File: src/rtl/wb_mailbox16_pkg.sv
// Shared definitions for the mailbox: register map, STATUS/CTRL bit positions,
// ack FSM states and the STATUS word layout.
package wb_mailbox16_pkg;

    localparam int DEPTH_LOG2_DEF = 4;

    localparam logic [1:0] REG_DATA   = 2'd0;
    localparam logic [1:0] REG_STATUS = 2'd1;
    localparam logic [1:0] REG_CTRL   = 2'd2;
    localparam logic [1:0] REG_RSVD   = 2'd3;

    localparam int ST_OVF = 4;
    localparam int ST_UDF = 5;

    localparam int CT_RX_IE  = 0;
    localparam int CT_TXE_IE = 1;
    localparam int CT_OVF_IE = 2;

    typedef enum logic {S_IDLE, S_ACK} ack_state_t;

    typedef struct packed {
        logic       we;
        logic [1:0] adr;
        logic [1:0] sel;
        logic [15:0] wdat;
    } bus_req_t;

    typedef struct packed {
        logic       rx_ne;
        logic       rx_full;
        logic       tx_full;
        logic       tx_empty;
        logic       ovf;
        logic       udf;
        logic [7:0] rx_occ;
    } status_t;

    function automatic logic [15:0] pack_status(input status_t s);
        return {s.rx_occ, 2'b00, s.udf, s.ovf, s.tx_empty, s.tx_full, s.rx_full, s.rx_ne};
    endfunction

endpackage

File: src/rtl/sync_fifo16.sv
// 16-bit synchronous FIFO with wrap-bit pointers; head reads as zero when empty.
// Callers gate push/pop so push never overflows and pop never underflows.
module sync_fifo16 #(
    parameter int DEPTH_LOG2 = 4
) (
    input  logic                  clk,
    input  logic                  rst,
    input  logic                  push,
    input  logic                  pop,
    input  logic [15:0]           din,
    output logic [15:0]           dout,
    output logic                  full,
    output logic                  empty,
    output logic [DEPTH_LOG2:0]   count
);
    localparam int DEPTH = 1 << DEPTH_LOG2;

    logic [15:0]         mem [DEPTH];
    logic [DEPTH_LOG2:0] wr_ptr, rd_ptr;

    always_ff @(posedge clk or posedge rst) begin
        if (rst) begin
            wr_ptr <= '0;
            rd_ptr <= '0;
        end else begin
            if (push) wr_ptr <= wr_ptr + 1'b1;
            if (pop)  rd_ptr <= rd_ptr + 1'b1;
        end
    end

    // On full with a simultaneous pop, the write lands in the slot being
    // vacated; the pop still sees the old word because both are registered.
    always_ff @(posedge clk) begin
        if (push) mem[wr_ptr[DEPTH_LOG2-1:0]] <= din;
    end

    assign empty = (wr_ptr == rd_ptr);
    assign full  = (wr_ptr[DEPTH_LOG2] != rd_ptr[DEPTH_LOG2]) &&
                   (wr_ptr[DEPTH_LOG2-1:0] == rd_ptr[DEPTH_LOG2-1:0]);
    assign count = wr_ptr - rd_ptr;
    assign dout  = empty ? '0 : mem[rd_ptr[DEPTH_LOG2-1:0]];

endmodule

File: src/rtl/wb_mailbox16.sv
// Wishbone B3 classic 16-bit mailbox: RX/TX FIFOs between the CPU and a
// side-band peripheral, with sticky error flags, CTRL enables and a level irq.
module wb_mailbox16
    import wb_mailbox16_pkg::*;
#(
    parameter int DEPTH_LOG2 = DEPTH_LOG2_DEF
) (
    input  logic        clk_i,
    input  logic        rst_i,
    input  logic [31:0] wb_adr_i,
    input  logic [15:0] wb_dat_i,
    output logic [15:0] wb_dat_o,
    input  logic [1:0]  wb_sel_i,
    input  logic        wb_we_i,
    input  logic        wb_cyc_i,
    input  logic        wb_stb_i,
    output logic        wb_ack_o,
    input  logic        rx_valid_i,
    input  logic [15:0] rx_data_i,
    output logic        rx_ready_o,
    output logic        tx_valid_o,
    output logic [15:0] tx_data_o,
    input  logic        tx_ready_i,
    output logic        irq_o
);
    ack_state_t state, state_nx;
    logic       take;
    bus_req_t   req;

    logic bus_wr_data, bus_rd_data, bus_wr_status, bus_wr_ctrl;

    logic                rx_push, rx_pop, rx_full, rx_empty;
    logic [15:0]         rx_head;
    logic [DEPTH_LOG2:0] rx_count;
    logic                tx_push, tx_pop, tx_full, tx_empty;
    logic [15:0]         tx_head;
    logic [DEPTH_LOG2:0] tx_count;

    logic        ovf, udf, ovf_set, udf_set;
    logic [7:0]  ctrl;
    logic [15:0] rdata;
    status_t     st;
    logic        unused_ok;

    assign unused_ok = ^{wb_adr_i[31:3], wb_adr_i[0], wb_sel_i[1], tx_count};

    assign req = '{we: wb_we_i, adr: wb_adr_i[2:1], sel: wb_sel_i, wdat: wb_dat_i};

    // A request is taken only from IDLE, so the ack cycle itself never
    // re-triggers and back-to-back strobes are acked every other cycle.
    always_comb begin
        state_nx = state;
        take     = 1'b0;
        case (state)
            S_IDLE: begin
                if (wb_cyc_i && wb_stb_i) begin
                    take     = 1'b1;
                    state_nx = S_ACK;
                end
            end
            S_ACK:   state_nx = S_IDLE;
            default: state_nx = S_IDLE;
        endcase
    end

    assign bus_wr_data   = take &&  req.we && (req.adr == REG_DATA);
    assign bus_rd_data   = take && !req.we && (req.adr == REG_DATA);
    assign bus_wr_status = take &&  req.we && (req.adr == REG_STATUS);
    assign bus_wr_ctrl   = take &&  req.we && (req.adr == REG_CTRL);

    assign tx_pop  = !tx_empty && tx_ready_i;
    assign tx_push = bus_wr_data && (!tx_full || tx_pop);
    assign ovf_set = bus_wr_data && tx_full && !tx_pop;

    assign rx_pop  = bus_rd_data && !rx_empty;
    assign udf_set = bus_rd_data && rx_empty;
    // A full RX can still accept a side word in the cycle the CPU pops it.
    assign rx_ready_o = !rx_full || rx_pop;
    assign rx_push    = rx_valid_i && rx_ready_o;

    sync_fifo16 #(.DEPTH_LOG2(DEPTH_LOG2)) u_rx_fifo (
        .clk   (clk_i),
        .rst   (rst_i),
        .push  (rx_push),
        .pop   (rx_pop),
        .din   (rx_data_i),
        .dout  (rx_head),
        .full  (rx_full),
        .empty (rx_empty),
        .count (rx_count)
    );

    sync_fifo16 #(.DEPTH_LOG2(DEPTH_LOG2)) u_tx_fifo (
        .clk   (clk_i),
        .rst   (rst_i),
        .push  (tx_push),
        .pop   (tx_pop),
        .din   (req.wdat),
        .dout  (tx_head),
        .full  (tx_full),
        .empty (tx_empty),
        .count (tx_count)
    );

    assign tx_valid_o = !tx_empty;
    assign tx_data_o  = tx_head;

    assign st = '{rx_ne:    !rx_empty,
                  rx_full:  rx_full,
                  tx_full:  tx_full,
                  tx_empty: tx_empty,
                  ovf:      ovf,
                  udf:      udf,
                  rx_occ:   8'(rx_count)};

    always_comb begin
        rdata = '0;
        case (req.adr)
            REG_DATA:   rdata = rx_head;
            REG_STATUS: rdata = pack_status(st);
            REG_CTRL:   rdata = {8'h00, ctrl};
            REG_RSVD:   rdata = '0;
            default:    rdata = '0;
        endcase
    end

    always_ff @(posedge clk_i or posedge rst_i) begin
        if (rst_i) begin
            state    <= S_IDLE;
            wb_ack_o <= 1'b0;
            wb_dat_o <= '0;
            ctrl     <= '0;
            ovf      <= 1'b0;
            udf      <= 1'b0;
            irq_o    <= 1'b0;
        end else begin
            state    <= state_nx;
            wb_ack_o <= take;
            wb_dat_o <= (take && !req.we) ? rdata : '0;
            if (bus_wr_ctrl && req.sel[0]) ctrl <= req.wdat[7:0];
            if (ovf_set)                                 ovf <= 1'b1;
            else if (bus_wr_status && req.wdat[ST_OVF])  ovf <= 1'b0;
            if (udf_set)                                 udf <= 1'b1;
            else if (bus_wr_status && req.wdat[ST_UDF])  udf <= 1'b0;
            irq_o <= (ctrl[CT_RX_IE]  && !rx_empty) ||
                     (ctrl[CT_TXE_IE] && tx_empty)  ||
                     (ctrl[CT_OVF_IE] && (ovf || udf));
        end
    end

endmodule

File: config.mk
export PLATFORM = sky130hd
export DESIGN_NAME = wb_mailbox16
export DESIGN_NICKNAME = d
export VERILOG_FILES = /design/src/rtl/wb_mailbox16_pkg.sv /design/src/rtl/sync_fifo16.sv /design/src/rtl/wb_mailbox16.sv
export SDC_FILE = /design/constraint.sdc
export NUM_CORES = 1
export LEC_CHECK = 0
export BUFFER_PORTS_ARGS = -buffer_cell sky130_fd_sc_hd__buf_2
export CAP_MARGIN = 20
export CORE_MARGIN = 2
export CORE_UTILIZATION = 35
export CTS_BUF_LIST = sky130_fd_sc_hd__clkbuf_4
export DETAILED_ROUTE_END_ITERATION = 7
export PLACE_DENSITY_LB_ADDON = 0.05
export SLEW_MARGIN = 40
export SYNTH_ARGS = -nofsm -noshare
export SYNTH_HDL_FRONTEND = slang
export SYNTH_SLANG_ARGS = --single-unit
File: constraint.sdc
create_clock -name clk_i -period 4 [get_ports clk_i]
set_input_delay 0 -clock clk_i [delete_from_list [all_inputs] [get_ports clk_i]]
set_output_delay 0 -clock clk_i [all_outputs]
set_load 0.005 [all_outputs]
* Yosys cells after proc, flatten, opt, wreduce, memory -nomap -nowiden
Memories as Yosys holds them, arrays and structs flattened.
Cells that the tools add are included.
** Word-level totals
- RAM bits :: 512
- Memories :: 2
- Register bits after elaboration :: 49
- Word-level logic and storage cells :: 79
- Output and inout port bits :: 36
** Memory list
- u_rx_fifo.mem :: words 16, width 16, rd ports 1, clocked after memory_dff 0, wr ports 1, line sync_fifo16.sv:18 : logic [15:0] mem [DEPTH];
- u_tx_fifo.mem :: words 16, width 16, rd ports 1, clocked after memory_dff 0, wr ports 1, line sync_fifo16.sv:18
** Cells by class
- Reductions and logical operators :: 36
- Add/sub/neg operators :: 5
- Bitwise logic cells :: 1
- Mux-type cells :: 15
- Equal/unequal tests :: 9
** Operators by type and width (count)
- $pmux 16 s4 :: 1
- $mux 16 :: 3
- $logic_and 1x1->1 :: 22
- $add 5x1->5 const B :: 4
- $eq 5x5->1 :: 2
- $mux 1 :: 10
- $eq 4x4->1 :: 2
- $logic_not 1->1 :: 6
- $logic_or 1x1->1 :: 5
- $sub 5x5->5 :: 1
- $eq 2x2->1 const B :: 2
- $reduce_bool 2->1 :: 2
- $eq 2x1->1 const B :: 1
- $logic_not 2->1 :: 1
- $ne 1x1->1 :: 2
- $pmux 1 s2 :: 1
- $not 1->1 :: 1

* Longest topological paths before layout
Gate-level depths: netlist (run 1).
- Depth after elaboration :: 10
- Gate-level depth with buffers :: 11

* Cells and area by module
From an unflattened synthesis (run 1), not the netlist that was laid out.
** Unflattened totals
- Cells, all modules :: 1068
- Area, all modules :: 22256.3 um^2
** By module, submodules not included
- sync_fifo16 :: instances 2, cells an instance 480, area an instance 10465.0 um^2
- wb_mailbox16 :: instances 1, cells an instance 108, area an instance 1326.3 um^2

* Least setup slack after synthesis (run 1)
No wires, ideal clock.
- Kind :: register to register
- From :: reg u_rx_fifo.rd_ptr[1]
- To :: mem u_rx_fifo.mem[3][0], enable pin
- Stages on the path, launching flop included :: 11
- Arrival :: 3241 ps
- Library setup time :: 409 ps
- Slack :: 350 ps
- Required time :: 3591 ps
- Cell sequence :: dfrtp_1 buf_4 buf_2 buf_2 inv_1 ha_1 and4_1 clkbuf_1 o211ai_2 nand3_1 nor3_1
** Between the ends
- Word-level cells in the longest chain between the ends :: 7
** RTL lines
- start: declaration :: line sync_fifo16.sv:19 : logic [DEPTH_LOG2:0] wr_ptr, rd_ptr;
- start signal: assignment :: line sync_fifo16.sv:27 : if (pop) rd_ptr <= rd_ptr + 1'b1;
- $eq 5x5->1 or $eq 4x4->1 (tied branches) :: line sync_fifo16.sv:37, sync_fifo16.sv:39
- $logic_not 1->1 or $logic_and 1x1->1 (tied branches) :: line wb_mailbox16.sv:75, sync_fifo16.sv:38
- $logic_and 1x1->1 or $logic_not 1->1 (tied branches) :: line wb_mailbox16.sv:75, wb_mailbox16.sv:78
- $logic_or 1x1->1 * :: line wb_mailbox16.sv:78 : assign rx_ready_o = !rx_full || rx_pop;
- via rx_ready_o :: line wb_mailbox16.sv:20 : output logic rx_ready_o,
- $logic_and 1x1->1 * :: line wb_mailbox16.sv:79 : assign rx_push = rx_valid_i && rx_ready_o;
- $mux 1 * :: line sync_fifo16.sv:34 : if (push) mem[wr_ptr[DEPTH_LOG2-1:0]] <= din;
- $mux 1 (implied by the code) * :: line sync_fifo16.sv:34
- end: declaration :: line sync_fifo16.sv:18
The timed path passes the listed nets; every way through them passes the cells marked *.

* Final worst setup path (run 1)
- From :: reg u_tx_fifo.rd_ptr[0]
- To :: out tx_data_o[7]
** Between the ends
- Word-level cells in the longest chain between the ends :: 2
** RTL lines
- start: declaration :: line sync_fifo16.sv:19
- start signal: assignment :: line sync_fifo16.sv:27
- $mem_v2 16x16 or $eq 5x5->1 (tied branches)
- $mux 16 * :: line sync_fifo16.sv:41 : assign dout = empty ? '0 : mem[rd_ptr[DEPTH_LOG2-1:0]];
- end: declaration :: line wb_mailbox16.sv:22 : output logic [15:0] tx_data_o,
Every way passes the cells marked *; elsewhere a longest branch is shown, timed or not.

==> results of run 1 <==
-- cell families after synthesis --
group,count (synthesis),share of synthesized area [%]
and+or+nand+nor,117,3.13
xor gates and xnor gates,25,1.02
muxes,164,14.9
buffers and inverters,78,1.70
adders and majority gates,15,0.883
AOI/OAI and AO/OA,103,3.38
DFF,560,75.0
-- sequential cells by signal, indices dropped and copies added (netlist names) --
name,flops
u_rx_fifo.mem,256
u_tx_fifo.mem,256
wb_dat_o,16
ctrl,8
u_rx_fifo.rd_ptr,5
u_rx_fifo.wr_ptr,5
u_tx_fifo.rd_ptr,5
u_tx_fifo.wr_ptr,5
irq_o,1
ovf,1
state,1
udf,1
-- final timing paths --
check	from	to	cells after the start
min in group asynchronous	rst_i	wb_dat_o[14]	4
setup / recovery	u_tx_fifo.rd_ptr[0]	tx_data_o[7]	6
setup reg to reg	state	u_rx_fifo.mem[15][2]	8
max in group asynchronous	rst_i	u_rx_fifo.wr_ptr[3]	5
hold reg to reg	ctrl[4]	ctrl[4]	1
hold / removal	wb_adr_i[2]	wb_dat_o[5]	5
-- critical path: stages (launching register included) --
cell                       delay [ns]
sky130_fd_sc_hd__dfrtp_4         0.70
sky130_fd_sc_hd__buf_4           0.36
sky130_fd_sc_hd__mux4_2          0.53
sky130_fd_sc_hd__nor2b_1         0.14
sky130_fd_sc_hd__a211oi_1        0.47
sky130_fd_sc_hd__a211oi_1        0.18
sky130_fd_sc_hd__buf_2           0.19
-- layout make-up --
| class | count | area, um^2 | share of cell area (%) |
|---|---|---|---|
| repair buffers | 227 | 1870 | 6.96 |
| flip-flops and latches | 560 | 16600 | 61.9 |
| clock buffers | 230 | 1730 | 6.44 |
| diodes | 5 | 12.5 | 0.0467 |
| well taps | 846 | 1060 | 3.95 |
| multi-input cells | 424 | 5260 | 19.6 |
| inverters | 15 | 58.8 | 0.219 |
| clock inverters | 42 | 245 | 0.915 |
-- stage by stage --
step | cells | hold WS [ns]
detailed placement | 1975 | 0.0948
global placement | 1975 | 0.263
floorplan | 1062 | 0.0989
finish | 2349 | 0.196
global route | 2346 | 0.170
CTS | 2344 | 0.0648
-- cells in the final DEF (no fill, tap or decap), drive strengths merged, types with 17 or more instances in the layout --
cell type	instances
a211oi	41
buf	130
clkbuf	230
clkinv	37
dfrtp	48
dlygate4sd3	97
edfxtp	512
inv	17
mux2i	19
mux4	131
nand2	18
nor2	18
nor2b	21
-- power by group through the flow --
stage	clock network (uW)	registers [uW]	logic (uW)
after detailed placement	0	7180	4590
after floorplan	0	7010	3210
final	5170	7050	4530
after CTS	5380	7060	4690
after global placement	0	7170	4600
after global routing	5690	7100	4930
-- what timing repair did --
item / in CTS / in global routing
gates resized for setup: 0 / 0
endpoints found under the hold margin: 879 / 0
hold buffers: 97 / 0
buffers inserted: 0 / 0
-- layer usage --
layer | share of wire [%] | up-vias | global-route usage (%)
li1 | - | 5165 | -
met1 | 44 | 6045 | 23.0
met2 | 49 | 314 | 29.1
met3 | 4.8 | 90 | 4.52
met4 | 2.3 | 2 | 7.30
met5 | 0.023 | - | 0
==> metrics.txt, run 1 <==
result of the run complete, no violations; critical path class reg -> out; Max VDD drop 393 uV; number of vias in the routed layout 11600; Cell variety after synth 59; gr ovfl total 0; Post-synth EDFFs 512; Residual DRC 0; leakage power total 0.00915 uW; clock root buffer sky130_fd_sc_hd__clkbuf_4; Worst slew margin 43.2%; total of endpoints with negative setup slack in the final report 0; DRT antenna net count 0; number of pins with negative max-slew slack in the final report 0; die boundary height 255 um; WL per Instance 24.4 um; Num CTS Buffers 154; clk slew on worst S/H paths 0.07 ns; starting density of the core 35.2%; proportion of power drawn by combinational gates 27.1%; actual transition at the worst max-transition pin 0.849 ns; via count of the first global-routing pass 12500; data arrival at the endpoint of the critical path 3.56 ns; combined area of all synthesized cells 0.0221 mm^2; path type of the worst min-delay path in -> reg; total negative setup slack 0 ns; Detailed Route WL 57300 um; Site Rows 92; data required time of the critical path 4.00 ns; CTS tree built; Synth top area share 69.5%; global-route wire length before repair 83600 um; cell count after synthesis 1062; pre-CTS WS 0.997 ns; count of filler cells inserted in the layout 5678; P_int 11700 uW; final count of hold timing violations 0; final non-filler cell area 0.0268 mm^2; leading post-synthesis cells by cell area sky130_fd_sc_hd__edfxtp_1 (70%), sky130_fd_sc_hd__mux4_2 (13%), sky130_fd_sc_hd__dfrtp_1 (5.4%), sky130_fd_sc_hd__a211oi_1 (1.4%), sky130_fd_sc_hd__mux2i_1 (0.86%); Syn-to-layout area delta 21.2%; proportion of total power due to net switching 30.0%; register-to-register path setup slack 0.50 ns; Overall Power 16700 uW; sequential-to-total area share from yosys stat 75.0%; cell accounting for the most synthesized area sky130_fd_sc_hd__edfxtp_1; power density over the cells 625 mW/mm^2; leading cell type by number of instances after synthesis sky130_fd_sc_hd__edfxtp_1; worst-path maximum fanout 21; clock latency reported for the late side of the worst-skew pair 0.98 ns; number of DRC markers after the initial detailed-route iteration 708; final core utilization 42.7%; sequential share of power 42.1%; number of placed I/O pins 109; number of warning messages in the yosys log 0; endpoint type of the worst setup path output pin; first-pass detailed-route iteration total 5; DIE WIDTH 255 um; Mapped Nets 1150; antenna violations before repair 4; # H-tree levels 4; power spent charging and discharging nets 5020 uW; Tot GR Track Use 17.9%; Worst Clk Skew 0.0497 ns; flip-flop and latch count after synthesis 560; post-layout min period 3.56 ns; clock network fraction of total power 30.9%; most numerous cell types in the synthesized netlist sky130_fd_sc_hd__edfxtp_1 (512), sky130_fd_sc_hd__mux4_2 (131), sky130_fd_sc_hd__dfrtp_1 (48), sky130_fd_sc_hd__a211oi_1 (41), sky130_fd_sc_hd__clkbuf_1 (27); syn avg cell area 20.8 um^2; achievable clock frequency 281 MHz; ys async rst share 8.57%; area inside the core boundary 0.0627 mm^2; total of buffers placed on input and output ports 77; final RePlAce weighted congestion 0.715; number of sinks driven by the clock tree 560; fraction of final layout cells with drive strength greater than 1 36.8%; area of the die 0.0652 mm^2; crit share post-route 89.0%; cell area after placement 0.0239 mm^2; post-layout net count 1470; dominant register cell in the synthesized netlist sky130_fd_sc_hd__edfxtp_1; startpoint type of the worst setup path flop; HPWL after DPL 32700 um; final worst slack 0.442 ns; RSZ-0062 raised after global routing no; Bufs on Longest Clock Path 3; vias per inst 4.95; max cap viols 0; maximum number of pins on one net before global-route repair 68
No activity file was read; power rests on OpenSTA's default activity.
==> run 2: changes to the inputs <==
Settings changed: ABC_AREA set to 1, SKIP_CTS_REPAIR_TIMING set to 1.
==> run 2 against run 1 <==
Effect of this change:
- critical path depth unchanged
- critical endpoint is now tx_data_o[10]
- setup slack better by 0.13 ns
- clock power up 7.9%
- maximum frequency up 3.8%
- total power up 11%
- clock-buffer cell count up 12
- first-iteration DRC count up 27%
==> metrics.txt, run 2 <==
result of the run complete, no violations; actual transition at the worst max-transition pin 0.847 ns; Worst slew margin 43.2%; Syn-to-layout area delta 20.4%; combined area of all synthesized cells 0.0233 mm^2; global-route wire length before repair 92700 um; cell area after placement 0.0250 mm^2; post-layout min period 3.43 ns; gr ovfl total 0; Max VDD drop 365 uV; RSZ-0062 raised after global routing no; number of sinks driven by the clock tree 560; number of vias in the routed layout 15600; total of endpoints with negative setup slack in the final report 0; Post-synth EDFFs 512; DIE WIDTH 262 um; syn avg cell area 11.6 um^2; number of warning messages in the yosys log 0; vias per inst 4.76; power density over the cells 660 mW/mm^2; WL per Instance 19.5 um; Bufs on Longest Clock Path 3; leading post-synthesis cells by cell area sky130_fd_sc_hd__edfxtp_1 (66%), sky130_fd_sc_hd__nand2_1 (5.4%), sky130_fd_sc_hd__dfrtp_1 (5.2%), sky130_fd_sc_hd__o21ai_0 (4.6%), sky130_fd_sc_hd__nor2_1 (4.3%); starting density of the core 35.4%; HPWL after DPL 36000 um; antenna violations before repair 3; Detailed Route WL 64100 um; Cell variety after synth 41; area inside the core boundary 0.0659 mm^2; Worst Clk Skew 0.0421 ns; final count of hold timing violations 0; via count of the first global-routing pass 15000; Site Rows 94; data arrival at the endpoint of the critical path 3.43 ns; max cap viols 0; post-layout net count 2393; most common library cell in the layout ignoring fill and taps sky130_fd_sc_hd__edfxtp_1; Overall Power 18500 uW; startpoint type of the worst setup path flop; Mapped Nets 2105; leading cell type by number of instances after synthesis sky130_fd_sc_hd__edfxtp_1; final RePlAce weighted congestion 0.786; area of the die 0.0687 mm^2; timing startpoint of the critical path u_tx_fifo.rd_ptr[0]; hold path startpoint wb_adr_i[2]; sequential-to-total area share from yosys stat 71.1%; path type of the worst min-delay path in -> reg; die boundary height 262 um; worst-path maximum fanout 49; critical path class reg -> out; final core utilization 42.6%; Tot GR Track Use 18.5%; # H-tree levels 4; total of buffers placed on input and output ports 77; most numerous cell types in the synthesized netlist sky130_fd_sc_hd__edfxtp_1 (512), sky130_fd_sc_hd__nand2_1 (336), sky130_fd_sc_hd__nor2_1 (270), sky130_fd_sc_hd__o21ai_0 (216), sky130_fd_sc_hd__inv_1 (188); count of filler cells inserted in the layout 6336; crit share post-route 85.7%; number of placed I/O pins 109; achievable clock frequency 292 MHz; ys async rst share 8.57%; clk slew on worst S/H paths 0.06 ns; flip-flop and latch count after synthesis 560; reg2reg start u_rx_fifo.rd_ptr[1]; Synth top area share 65.9%; Num CTS Buffers 156; dominant register cell in the synthesized netlist sky130_fd_sc_hd__edfxtp_1; first-pass detailed-route iteration total 5; DRT antenna net count 0; Residual DRC 0; endpoint type of the worst setup path output pin; clock root buffer sky130_fd_sc_hd__clkbuf_4; register-to-register path setup slack 1.11 ns; leakage power total 0.0107 uW; number of pins with negative max-slew slack in the final report 0; final non-filler cell area 0.0281 mm^2; Reg2Reg Depth 11; maximum number of pins on one net before global-route repair 79; total negative setup slack 0 ns; fraction of final layout cells with drive strength greater than 1 18.8%; end point of the critical path tx_data_o[10]; cell accounting for the most synthesized area sky130_fd_sc_hd__edfxtp_1; worst hold-check slack 0.0215 ns; number of DRC markers after the initial detailed-route iteration 899; leading cell types in the layout, fill and taps excluded sky130_fd_sc_hd__edfxtp_1 (512), sky130_fd_sc_hd__nand2_1 (335), sky130_fd_sc_hd__nor2_1 (267); cell count after synthesis 2017; Reg-to-Reg End wb_dat_o[6]; data required time of the critical path 4.00 ns; clock latency reported for the late side of the worst-skew pair 0.97 ns; CTS tree built
[run 2: cell types whose count changed after synthesis, moves of 26 or more]
| cell | change |
|---|---|
| sky130_fd_sc_hd__o22ai_1 | +38 |
| sky130_fd_sc_hd__o211ai_1 | +49 |
| sky130_fd_sc_hd__mux4_2 | -131 |
| sky130_fd_sc_hd__nand3_1 | +103 |
| sky130_fd_sc_hd__clkbuf_1 | +26 |
| sky130_fd_sc_hd__nand2_1 | +318 |
| sky130_fd_sc_hd__a211oi_1 | -40 |
| sky130_fd_sc_hd__nor2_1 | +252 |
| sky130_fd_sc_hd__inv_1 | +173 |
| sky130_fd_sc_hd__o21ai_0 | +205 |
[run 2: cells by family (layout without fill, tap and decap cells)]
| family | count (synthesis) | count (layout) | synth area share (%) |
|---|---|---|---|
| and+or+nand+nor | 767 | 767 | 13.5 |
| DFF | 560 | 560 | 71.1 |
| AOI/OAI and AO/OA | 349 | 349 | 8.32 |
| buffers and inverters | 302 | 700 | 5.27 |
| xor gates and xnor gates | 19 | 19 | 0.714 |
| adders and majority gates | 15 | 15 | 0.837 |
| muxes | 5 | 5 | 0.241 |
| other | 0 | 7 | 0 |
[run 2: power by group]
group	switching, uW	internal, uW	leakage, uW
clock	2350	3230	0.00126
sequential	300	6770	0.00523
combinational	4090	1790	0.00425
[run 2: worst max-delay path, cell delays in order, from the launching register on]
cell	delay [ns]
sky130_fd_sc_hd__dfrtp_4	0.82
sky130_fd_sc_hd__xor2_1	0.15
sky130_fd_sc_hd__nor2_1	0.22
sky130_fd_sc_hd__nand3_2	0.22
sky130_fd_sc_hd__inv_1	0.62
sky130_fd_sc_hd__a21oi_1	0.22
sky130_fd_sc_hd__buf_2	0.19
[run 2: how the worst min path moves through the flow]
stage	end	slack [ns]	cells after the start
2_1_floorplan	u_rx_fifo.mem[0][0]	0.1	0
3_3_place_gp	wb_dat_o[7]	0.21	3
3_5_place_dp	wb_dat_o[6]	0.22	3
4_1_cts	u_rx_fifo.rd_ptr[4]	-0.90	3
5_1_grt	wb_dat_o[4]	-0.009	4
6_report	wb_dat_o[4]	0.02	4
[run 2: layout make-up]
type | instances | area [um^2] | share of cell area [%]
antenna | 7 | 17.5 | 0.0624
clock buffer | 242 | 1820 | 6.47
clock inverter | 26 | 312 | 1.11
inverter | 197 | 752 | 2.68
multi-input combinational | 1155 | 5660 | 20.2
sequential | 560 | 16600 | 59.1
tap | 864 | 1080 | 3.85
timing repair buffer | 235 | 1860 | 6.62
[run 2: per-layer routing]
layer | vias to the layer above | track usage [%] | part of all wire [%]
met4 | 0 | 8.40 | 2.9
li1 | 7636 | - | -
met1 | 7561 | 22.5 | 43
met2 | 334 | 31.5 | 50
met5 | - | 0 | 0
met3 | 107 | 3.89 | 4.0
[run 2: stage by stage]
step	std cells	setup slack [ns]
final	3286	0.572
after floorplan	2017	0.525
after detailed placement	2913	1.18
after CTS	3181	0.391
after global placement	2913	1.22
after global routing	3283	0.300
